`config.mk`:
```
export PLATFORM = sky130hd
export DESIGN_NAME = aidc_lite_decomp_zrle_flat
export DESIGN_NICKNAME = d
export VERILOG_FILES = /design/src/rtl/aidc_lite_zrle_pkg.sv /design/src/rtl/aidc_lite_decomp_zrle_if.sv /design/src/rtl/aidc_lite_zrle_bitbuf.sv /design/src/rtl/aidc_lite_decomp_zrle.sv /design/src/flat_wrapper.sv
export SDC_FILE = /design/constraint.sdc
export NUM_CORES = 1
export LEC_CHECK = 0
export CORE_MARGIN = 2
export CORE_UTILIZATION = 35
export CTS_BUF_LIST = sky130_fd_sc_hd__clkbuf_16
export DETAILED_ROUTE_END_ITERATION = 16
export GPL_ROUTABILITY_DRIVEN = 0
export PLACE_DENSITY_LB_ADDON = 0.12
export SYNTH_ARGS = -nofsm -noshare
export SYNTH_HDL_FRONTEND = slang
export SYNTH_SLANG_ARGS = --single-unit
```
`constraint.sdc`:
```
create_clock -name clk -period 13.5 [get_ports clk]
set_input_delay 2.025 -clock clk [delete_from_list [all_inputs] [get_ports clk]]
set_output_delay 2.025 -clock clk [all_outputs]
set_load 0.02 [all_outputs]
```
`src/rtl/aidc_lite_zrle_pkg.sv`:
```
// Shared constants and types for the ZRLE compressor / decompressor pair.
//   SYM_W         raw symbol width
//   SYMS_PER_BLK  symbols per raw block
//   LIT_TOKEN_W   literal token width {sym, 1'b0}
//   RUN_TOKEN_W   run token width {len[4:0], 1'b1}
//   WORDS_PER_BLK 64b words per raw block
//   WORD_W        bus word width
//   BUF_W         decoder bit-buffer width
package aidc_lite_zrle_pkg;
    localparam int SYM_W         = 32;
    localparam int SYMS_PER_BLK  = 32;
    localparam int LIT_TOKEN_W   = 33;
    localparam int RUN_TOKEN_W   = 6;
    localparam int WORDS_PER_BLK = 16;
    localparam int WORD_W        = 64;
    localparam int BUF_W         = 128;

    typedef enum logic [1:0] {
        IDLE,
        DECODE,
        DONE,
        FAIL
    } zrle_dec_state_t;
endpackage

```
`src/rtl/aidc_lite_decomp_zrle_if.sv`:
```
// Compressed-word stream into the ZRLE decompressor.
//   valid  word valid
//   sop    first word of block (qualified by valid)
//   eop    last word of block (qualified by valid)
//   data   64b compressed word, bitstream packed LSB-first
//   ready  word accepted when valid & ready
// master = word source, slave = decompressor.
interface aidc_lite_decomp_zrle_if;
    logic        valid;
    logic        sop;
    logic        eop;
    logic [63:0] data;
    logic        ready;

    modport master (output valid, sop, eop, data, input ready);
    modport slave  (input valid, sop, eop, data, output ready);
endinterface

```
`src/rtl/aidc_lite_zrle_bitbuf.sv`:
```
// 128b LSB-first bit accumulator for the ZRLE decoder.
// Per cycle: optional consume of 0/6/33 bits from the bottom, then optional
// append of a 64b word at the (post-consume) fill level. clr_i drops all
// buffered bits before any append in the same cycle.
// Ports:
//   clk, rst     clock, synchronous active-high reset
//   clr_i        discard buffered bits (block restart)
//   append_i     append data_i
//   data_i       64b word to append
//   consume_i    bits to drop from the bottom (0, 6 or 33)
//   head_o       lowest 33 buffered bits (token window)
//   bit_cnt_o    number of valid buffered bits, 0..128
module aidc_lite_zrle_bitbuf
    import aidc_lite_zrle_pkg::*;
(
    input  logic                   clk,
    input  logic                   rst,
    input  logic                   clr_i,
    input  logic                   append_i,
    input  logic [WORD_W-1:0]      data_i,
    input  logic [5:0]             consume_i,
    output logic [LIT_TOKEN_W-1:0] head_o,
    output logic [7:0]             bit_cnt_o
);
    logic [BUF_W-1:0] buf_q, buf_d, kept;
    logic [7:0]       bit_cnt_q, bit_cnt_d, kept_cnt;

    // NOTE: every variable gets a default at the top of always_comb so no
    // path leaves it unassigned; otherwise synthesis infers a latch.
    always_comb begin
        kept     = buf_q >> consume_i;
        kept_cnt = bit_cnt_q - {2'b00, consume_i};
        if (clr_i) begin
            kept     = '0;
            kept_cnt = '0;
        end
        buf_d     = kept;
        bit_cnt_d = kept_cnt;
        // Bits above the fill level are always zero, so OR places the word.
        if (append_i) begin
            buf_d     = kept | ({{(BUF_W-WORD_W){1'b0}}, data_i} << kept_cnt);
            bit_cnt_d = kept_cnt + 8'd64;
        end
    end

    // NOTE: state updates use non-blocking <= so all flops sample their
    // inputs before any of them change within the same clock edge.
    always_ff @(posedge clk) begin
        if (rst) begin
            // NOTE: the wide buffer is reset on purpose: append relies on the
            // bits above bit_cnt being zero, which a don't-care reset breaks.
            buf_q     <= '0;
            bit_cnt_q <= '0;
        end else begin
            buf_q     <= buf_d;
            bit_cnt_q <= bit_cnt_d;
        end
    end

    assign head_o    = buf_q[LIT_TOKEN_W-1:0];
    assign bit_cnt_o = bit_cnt_q;
endmodule

```
`src/rtl/aidc_lite_decomp_zrle.sv`:
```
// Zero-run-length decompressor. Consumes one sop/eop framed compressed block
// (token stream: literal {sym[31:0],1'b0} or run {len[4:0],1'b1} = len+1
// zeros) and writes the 32-symbol raw block as 16 x 64b words.
// Ports:
//   clk, rst        clock, synchronous active-high reset
//   zin             compressed word stream (slave modport)
//   valid_o         raw-buffer write strobe (one cycle per word)
//   addr_o          raw word index 0..15
//   data_o          {sym[2k+1], sym[2k]}
//   done_o / fail_o block status levels, cleared by the next accepted sop
// Optional build macro AIDC_LITE_DECOMP_ZRLE_PERF_EN adds perf_lit_o /
// perf_run_o: saturating literal and run token counts of the current block.
module aidc_lite_decomp_zrle
    import aidc_lite_zrle_pkg::*;
#(
    parameter int MAX_IN_WORDS = 16
) (
    input  logic                  clk,
    input  logic                  rst,
    aidc_lite_decomp_zrle_if.slave zin,
    output logic                  valid_o,
    output logic [3:0]            addr_o,
    output logic [WORD_W-1:0]     data_o,
    output logic                  done_o,
    output logic                  fail_o
`ifdef AIDC_LITE_DECOMP_ZRLE_PERF_EN
    ,
    output logic [5:0]            perf_lit_o,
    output logic [5:0]            perf_run_o
`endif
);
    localparam int                CNT_W   = $clog2(MAX_IN_WORDS + 1);
    localparam logic [CNT_W-1:0]  MAX_CNT = CNT_W'(MAX_IN_WORDS);
    localparam logic [5:0]        SYMS    = 6'(SYMS_PER_BLK);

    zrle_dec_state_t    state_q, state_d;
    logic [5:0]         sym_cnt_q, sym_cnt_d;
    logic [5:0]         run_rem_q, run_rem_d;
    logic [CNT_W-1:0]   in_cnt_q, in_cnt_d;
    logic               eop_seen_q, eop_seen_d;
    logic [SYM_W-1:0]   lo_q, lo_d;          // low half of the word being built
    logic               valid_q, valid_d;
    logic [3:0]         addr_q, addr_d;
    logic [WORD_W-1:0]  data_q, data_d;
    logic               done_q, done_d;
    logic               fail_q, fail_d;

    logic [LIT_TOKEN_W-1:0] head;
    logic [7:0]             bit_cnt;
    logic                   buf_clr, buf_append;
    logic [5:0]             buf_consume;

    logic       rdy, accept, sop_acc;
    logic       run_ok, lit_ok;
    logic [5:0] run_len1, sym_left;
    logic       err_size, err_run, err_trunc, err;

    aidc_lite_zrle_bitbuf u_bitbuf (
        .clk       (clk),
        .rst       (rst),
        .clr_i     (buf_clr),
        .append_i  (buf_append),
        .data_i    (zin.data),
        .consume_i (buf_consume),
        .head_o    (head),
        .bit_cnt_o (bit_cnt)
    );

    // Backpressure only while decoding: keep room for a full word after the
    // consume, and stop taking words once the block's eop is in.
    always_comb begin
        rdy = 1'b1;
        if (state_q == DECODE) begin
            rdy = (bit_cnt <= 8'd64) && !eop_seen_q;
        end
    end

    assign zin.ready = rdy;
    assign accept    = zin.valid && rdy;
    assign sop_acc   = accept && zin.sop;

    // A token is only taken once any pending run has been fully emitted.
    assign run_ok   = (run_rem_q == '0) && (bit_cnt >= 8'(RUN_TOKEN_W)) &&  head[0];
    assign lit_ok   = (run_rem_q == '0) && (bit_cnt >= 8'(LIT_TOKEN_W)) && !head[0];
    assign run_len1 = {1'b0, head[5:1]} + 6'd1;
    assign sym_left = SYMS - sym_cnt_q;

    assign err_size  = accept && !zin.sop && (in_cnt_q == MAX_CNT);
    assign err_run   = run_ok && (run_len1 > sym_left);
    assign err_trunc = eop_seen_q && (run_rem_q == '0) && !run_ok && !lit_ok;
    assign err       = err_size || err_run || err_trunc;

    always_comb begin
        state_d     = state_q;
        sym_cnt_d   = sym_cnt_q;
        run_rem_d   = run_rem_q;
        in_cnt_d    = in_cnt_q;
        eop_seen_d  = eop_seen_q;
        lo_d        = lo_q;
        valid_d     = 1'b0;
        addr_d      = addr_q;
        data_d      = data_q;
        done_d      = done_q;
        fail_d      = fail_q;
        buf_clr     = 1'b0;
        buf_append  = 1'b0;
        buf_consume = '0;

        if (sop_acc) begin
            // Restart wins over anything the old block was doing this cycle.
            state_d    = DECODE;
            sym_cnt_d  = '0;
            run_rem_d  = '0;
            in_cnt_d   = CNT_W'(1);
            eop_seen_d = zin.eop;
            lo_d       = '0;
            done_d     = 1'b0;
            fail_d     = 1'b0;
            buf_clr    = 1'b1;
            buf_append = 1'b1;
        end else if (state_q == DECODE) begin
            if (accept) begin
                buf_append = 1'b1;
                eop_seen_d = zin.eop;
                if (in_cnt_q != MAX_CNT) begin
                    in_cnt_d = in_cnt_q + CNT_W'(1);
                end
            end

            if (sym_cnt_q == SYMS) begin
                // Last word strobed last cycle; leftover bits are padding.
                state_d = DONE;
                done_d  = 1'b1;
            end else if (err) begin
                state_d = FAIL;
                fail_d  = 1'b1;
            end else if (run_rem_q != '0) begin
                if (!sym_cnt_q[0]) begin
                    lo_d = '0;
                    if (run_rem_q >= 6'd2) begin
                        valid_d   = 1'b1;
                        addr_d    = sym_cnt_q[4:1];
                        data_d    = '0;
                        sym_cnt_d = sym_cnt_q + 6'd2;
                        run_rem_d = run_rem_q - 6'd2;
                    end else begin
                        sym_cnt_d = sym_cnt_q + 6'd1;
                        run_rem_d = run_rem_q - 6'd1;
                    end
                end else begin
                    valid_d   = 1'b1;
                    addr_d    = sym_cnt_q[4:1];
                    data_d    = {{SYM_W{1'b0}}, lo_q};
                    sym_cnt_d = sym_cnt_q + 6'd1;
                    run_rem_d = run_rem_q - 6'd1;
                end
            end else if (run_ok) begin
                run_rem_d   = run_len1;
                buf_consume = 6'(RUN_TOKEN_W);
            end else if (lit_ok) begin
                buf_consume = 6'(LIT_TOKEN_W);
                sym_cnt_d   = sym_cnt_q + 6'd1;
                if (!sym_cnt_q[0]) begin
                    lo_d = head[32:1];
                end else begin
                    valid_d = 1'b1;
                    addr_d  = sym_cnt_q[4:1];
                    data_d  = {head[32:1], lo_q};
                end
            end
        end
        // IDLE / DONE / FAIL: non-sop words are accepted and dropped.
    end

    always_ff @(posedge clk) begin
        if (rst) begin
            state_q    <= IDLE;
            sym_cnt_q  <= '0;
            run_rem_q  <= '0;
            in_cnt_q   <= '0;
            eop_seen_q <= 1'b0;
            lo_q       <= '0;
            valid_q    <= 1'b0;
            addr_q     <= '0;
            data_q     <= '0;
            done_q     <= 1'b0;
            fail_q     <= 1'b0;
        end else begin
            state_q    <= state_d;
            sym_cnt_q  <= sym_cnt_d;
            run_rem_q  <= run_rem_d;
            in_cnt_q   <= in_cnt_d;
            eop_seen_q <= eop_seen_d;
            lo_q       <= lo_d;
            valid_q    <= valid_d;
            addr_q     <= addr_d;
            data_q     <= data_d;
            done_q     <= done_d;
            fail_q     <= fail_d;
        end
    end

    assign valid_o = valid_q;
    assign addr_o  = addr_q;
    assign data_o  = data_q;
    assign done_o  = done_q;
    assign fail_o  = fail_q;

`ifdef AIDC_LITE_DECOMP_ZRLE_PERF_EN
    logic [5:0] perf_lit_q, perf_lit_d;
    logic [5:0] perf_run_q, perf_run_d;
    logic       tok_go;

    // A token counts only when the decoder actually consumes it.
    always_comb begin
        tok_go     = (state_q == DECODE) && !sop_acc && (sym_cnt_q != SYMS) && !err;
        perf_lit_d = perf_lit_q;
        perf_run_d = perf_run_q;
        if (sop_acc) begin
            perf_lit_d = '0;
            perf_run_d = '0;
        end else if (tok_go && lit_ok && (perf_lit_q != 6'd63)) begin
            perf_lit_d = perf_lit_q + 6'd1;
        end else if (tok_go && run_ok && (perf_run_q != 6'd63)) begin
            perf_run_d = perf_run_q + 6'd1;
        end
    end

    always_ff @(posedge clk) begin
        if (rst) begin
            perf_lit_q <= '0;
            perf_run_q <= '0;
        end else begin
            perf_lit_q <= perf_lit_d;
            perf_run_q <= perf_run_d;
        end
    end

    assign perf_lit_o = perf_lit_q;
    assign perf_run_o = perf_run_q;
`endif
endmodule

```
`src/flat_wrapper.sv`:
```
// flat-port wrapper written by rule: the top's interface ports become plain ports
module aidc_lite_decomp_zrle_flat import aidc_lite_zrle_pkg::*;
#(
    parameter int MAX_IN_WORDS = 16
)
  (clk, rst, valid_o, addr_o, data_o, done_o, fail_o, zin_valid, zin_sop, zin_eop, zin_data, zin_ready);
  aidc_lite_decomp_zrle_if zin_i ();
  input  logic clk;
  input  logic rst;
  output logic valid_o;
  output logic [3:0] addr_o;
  output logic [WORD_W-1:0] data_o;
  output logic done_o;
  output logic fail_o;
  input wire logic [$bits(zin_i.valid)-1:0] zin_valid;
  input wire logic [$bits(zin_i.sop)-1:0] zin_sop;
  input wire logic [$bits(zin_i.eop)-1:0] zin_eop;
  input wire logic [$bits(zin_i.data)-1:0] zin_data;
  output wire logic [$bits(zin_i.ready)-1:0] zin_ready;
  assign zin_i.valid = zin_valid;
  assign zin_i.sop = zin_sop;
  assign zin_i.eop = zin_eop;
  assign zin_i.data = zin_data;
  assign zin_ready = zin_i.ready;
  aidc_lite_decomp_zrle #(.MAX_IN_WORDS(MAX_IN_WORDS)) u_core (.clk(clk), .rst(rst), .zin(zin_i), .valid_o(valid_o), .addr_o(addr_o), .data_o(data_o), .done_o(done_o), .fail_o(fail_o));
endmodule
```
==> reports/qor.log <==
INFO  status         run_status=finished clean
INFO  power          cell_internal_pwr=2.02mW
INFO  yosys          sequential_element_share_of_the_synthesized_area=26.9%
INFO  die            die_y=239um
INFO  die            die_area=0.0570mm2
INFO  power          pwr-share-clk=17.0%
INFO  setup_path     worst_r2r_path_depth=23
INFO  power          p_sw_share=54.9%
INFO  die            num_io_pins=141
INFO  clocking       tritoncts=yes
INFO  cells_and_area layoutNonFillerInstCount=3324
INFO  yosys          ys_seq_elements=259
INFO  grt            gr-usage-all-layers=31.3%
INFO  setup_path     cpMaxStageDelayCell=sky130_fd_sc_hd__nor2_1
INFO  die            core_region_area=0.0548mm2
INFO  timing         report.final.slew_viol_count=0
INFO  clocking       clk_latency=620ps
INFO  cells_and_area syn_to_final_growth=13.8%
INFO  cells_and_area postLayoutCoreUtil=40.1%
INFO  yosys          synth_nets=2706
INFO  worst_hold_path worst_hold_path.num_cells=2
INFO  setup_path     critPathCaptureType=flip-flop
INFO  timing         hold_viol_final=0
INFO  clocking       number_of_buffers_inserted_during_clock_tree_synthesis=30
INFO  yosys          synth_enable_flop_cells=0
INFO  grt            grt_pass1_vias=20700
INFO  placed_design  dpl.hpwl=64500um
INFO  timing         fin_setup_tns=0ps
INFO  route          drt-vias-per-instance=6.69
INFO  timing         tightestPinTransition=1420ps
INFO  grt            grt_pass1_wl=137000um
INFO  route          antenna_left=0
INFO  die            floorplan.initialDensity=35.2%
INFO  route          drc=0
INFO  setup_path     required=14060ps
INFO  placed_design  dpl_worst_slack=4990ps
INFO  clocking       number_of_h_tree_levels=1
INFO  power          vdd.ir_drop.worst=131uV
INFO  timing         fmaxAchievable=122MHz
INFO  setup_path     rr_startpoint=u_core.sym_cnt_q[0]$_SDFFE_PP0P_
INFO  clocking       number_of_resized_instances_in_the_post_cts_repair_step=0
INFO  setup_path     cp_data_arrival_time=8750ps
INFO  timing         layout_min_cycle_time=8190ps
INFO  cells_and_area most-common-layout-cells=sky130_fd_sc_hd__nand2_1 (434), sky130_fd_sc_hd__a21oi_1 (281), sky130_fd_sc_hd__dfxtp_1 (259), sky130_fd_sc_hd__mux2i_1 (147), sky130_fd_sc_hd__nand3_1 (144)
INFO  route          drt_iter0_markers=3209
INFO  grt            grt_start_max_net_pins=90
INFO  yosys          dominantRegCellSynth=sky130_fd_sc_hd__dfxtp_1
INFO  timing         maxSlewHeadroom=4.77%
INFO  power          switching_power=2.47mW
INFO  die            die_width=239um
INFO  run            maxCapViolCount=0
INFO  setup_path     critical_path.startpoint=zin_sop
INFO  power          static-leakage-power=7.72nW
INFO  setup_path     worstPathMaxFanout=59
INFO  grt            antenna_found_initial=4
INFO  yosys          syn-instance-count=2615
INFO  die            placement_rows=86
INFO  cells_and_area drive_above_1_share=8.44%
INFO  clocking       post-cts-setup-buffer-count=0
INFO  timing         timing.final.setup_violations=0
INFO  worst_hold_path hold_path_startpoint=u_core.data_o[1]$_SDFFE_PP0P_
INFO  clocking       ctsRootBufferMaster=sky130_fd_sc_hd__clkbuf_16
INFO  setup_path     crit_type=in -> reg
INFO  power          seqPwrFrac=23.3%
INFO  timing         largest_clock_skew_in_the_final_design=60.0ps
INFO  clocking       cts_hold_repair.buffers=0
INFO  worst_hold_path worst_hold_path_type=reg -> reg
INFO  clocking       tritoncts_sink_count=259
INFO  setup_path     cell_family_with_the_largest_share_of_critical_path_delay=simple AND/OR/NAND/NOR gates
INFO  route          routed-via-count=22200
INFO  route          route.detailed.wl_per_inst=27.9um
INFO  timing         rsz0062_at_grt=false
INFO  power          comb_power_share=59.7%
INFO  route          drt_pass1_iterations=13
INFO  cells_and_area fin_nets=2686
INFO  setup_path     crit_path_frequent_cell=sky130_fd_sc_hd__nor2_1
INFO  yosys          ys_types=98
INFO  setup_path     cp_cell_sequence=clkdlybuf4s50_1 > nor2_1 > o311ai_0 > nand2b_4 > inv_2 > fa_1 > nor2b_1 > nor4_1 > nor2_1 > nor2_4 > buf_4 > nand2_1 > nor2_1 > nand3_1 > o311ai_0 > o31a_1
INFO  yosys          synthesis.yosys.warnings=0
INFO  power          powerDensity=205mW/mm2
INFO  clocking       cts_max_path_buffers=3
INFO  setup_path     worst-path-buf-inv=3
INFO  setup_path     cp_num_cells=16
INFO  route          finalWirelength=92900um
INFO  yosys          synth-async-reset-ratio=0%
INFO  placed_design  io_buffer_count=140
INFO  yosys          area_of_the_mapped_netlist=0.0193mm2
INFO  clocking       path_clk_slew=70ps
INFO  grt            grt-ovfl-total=0
INFO  setup_path     max_stage_delay=900ps
INFO  setup_path     start_kind=input pin
INFO  timing         min_period_over_period=60.7%
INFO  placed_design  numPlacedInstances=3267
INFO  timing         post-route-worst-setup-slack=5310ps
INFO  cells_and_area layout_commonest_cell=sky130_fd_sc_hd__nand2_1
INFO  yosys          post_synth.cell_area_avg=7.38um2
==> final timing paths <==
check	end	slack, ps
setup / recovery	u_core.u_bitbuf.buf_q[70]$_SDFF_PP0_	5310
hold / removal	u_core.data_o[1]$_SDFFE_PP0P_	450
setup reg to reg	u_core.u_bitbuf.buf_q[70]$_SDFF_PP0_	5410
hold reg to reg	u_core.data_o[1]$_SDFFE_PP0P_	450
==> power groups by stage <==
| stage | Sequential [mW] | Combinational, mW | Clock (mW) |
|---|---|---|---|
| after floorplan | 0.970 | 1.54 | 0 |
| after global placement | 1.05 | 2.47 | 0 |
| after detailed placement | 1.06 | 2.47 | 0 |
| after CTS | 1.04 | 2.48 | 0.774 |
| after global routing | 1.05 | 2.72 | 0.799 |
| final | 1.05 | 2.68 | 0.763 |
==> cell families (layout without fill, tap and decap cells) <==
group,count (synthesis),count (layout),share of synthesized area (%)
compound gates,971,971,34.0
buf+inv,279,282,6.11
other cells,0,2,0
mux,211,211,11.4
fa+ha+maj,22,22,1.47
flops,259,259,26.9
simple gates,853,853,19.2
xor+xnor,20,20,0.947
==> worst reg2reg max path, cell delays in order, from the launching register on <==
cell and delay [ps]:
sky130_fd_sc_hd__dfxtp_1 500, sky130_fd_sc_hd__inv_1 190, sky130_fd_sc_hd__ha_1 260, sky130_fd_sc_hd__nor2b_1 170, sky130_fd_sc_hd__nor2b_1 160, sky130_fd_sc_hd__xor2_1 150, sky130_fd_sc_hd__ha_1 320, sky130_fd_sc_hd__a21oi_1 130
sky130_fd_sc_hd__o22ai_1 90, sky130_fd_sc_hd__o311ai_0 350, sky130_fd_sc_hd__buf_4 220, sky130_fd_sc_hd__nand2b_4 400, sky130_fd_sc_hd__inv_2 760, sky130_fd_sc_hd__fa_1 490, sky130_fd_sc_hd__nor2b_1 130, sky130_fd_sc_hd__nor4_1 520
sky130_fd_sc_hd__nor2_1 370, sky130_fd_sc_hd__nor2_4 150, sky130_fd_sc_hd__buf_4 620, sky130_fd_sc_hd__nand2_1 560, sky130_fd_sc_hd__nor2_1 900, sky130_fd_sc_hd__nand3_1 150, sky130_fd_sc_hd__o311ai_0 250, sky130_fd_sc_hd__o31a_1 250
==> synth_stat cells (21+ instances only) <==
cell	n	area [um2]
sky130_fd_sc_hd__a31oi_1	72	450
sky130_fd_sc_hd__a22oi_1	28	210
sky130_fd_sc_hd__mux2_2	63	709
sky130_fd_sc_hd__buf_1	22	82.6
sky130_fd_sc_hd__mux2i_1	147	1470
sky130_fd_sc_hd__nor3_1	34	170
sky130_fd_sc_hd__o21ai_0	93	465
sky130_fd_sc_hd__a211oi_1	77	578
sky130_fd_sc_hd__inv_1	33	124
sky130_fd_sc_hd__nor2_1	146	548
sky130_fd_sc_hd__o22ai_1	58	363
sky130_fd_sc_hd__ha_1	21	263
sky130_fd_sc_hd__dfxtp_1	259	5180
sky130_fd_sc_hd__a21oi_1	281	1410
sky130_fd_sc_hd__o211ai_1	124	931
sky130_fd_sc_hd__nand3_1	144	721
sky130_fd_sc_hd__a221oi_1	25	219
sky130_fd_sc_hd__clkbuf_1	135	507
sky130_fd_sc_hd__nand2_1	438	1640
sky130_fd_sc_hd__buf_2	79	395
==> final cells by class <==
| cell class | instances | area (um2) |
|---|---|---|
| diodes | 2 | 5.00 |
| clock buffers | 30 | 751 |
| clock inverters | 25 | 138 |
| fillers | 5753 | 32800 |
| inverters | 36 | 138 |
| multi-input cells | 2077 | 13100 |
| flip-flops and latches | 259 | 5180 |
| well taps | 704 | 881 |
| repair buffers | 191 | 1780 |
==> stage by stage <==
stage               area [um2]  total power [mW]  hold slack (ps)
floorplan                19300              2.51              437
global route             22000              4.58              469
CTS                      22000              4.29              454
detailed placement       21100              3.53              446
finish                   22000              4.49              450
global placement         21100              3.53              441
==> state kept, by name, summed over array words and instances, names as in the netlist <==
register	flops
u_core.in_cnt_q	5
u_core.done_o	1
u_core.state_q	2
u_core.eop_seen_q	1
u_core.lo_q	32
u_core.u_bitbuf.bit_cnt_o	8
u_core.u_bitbuf.buf_q	128
u_core.addr_o	4
u_core.sym_cnt_q	6
u_core.valid_o	1
u_core.fail_o	1
u_core.run_rem_q	6
u_core.data_o	64
==> layer usage <==
metal / vias to the layer above / global-route usage, % / share of wire [%]
met1: 10600 / 40.2 / 40
met3: 373 / 7.86 / 11
met5: - / 1.30 / 0.15
li1: 9777 / - / -
met2: 1517 / 47.7 / 42
met4: 8 / 17.1 / 6.6
(Power assumes the default switching activity.)
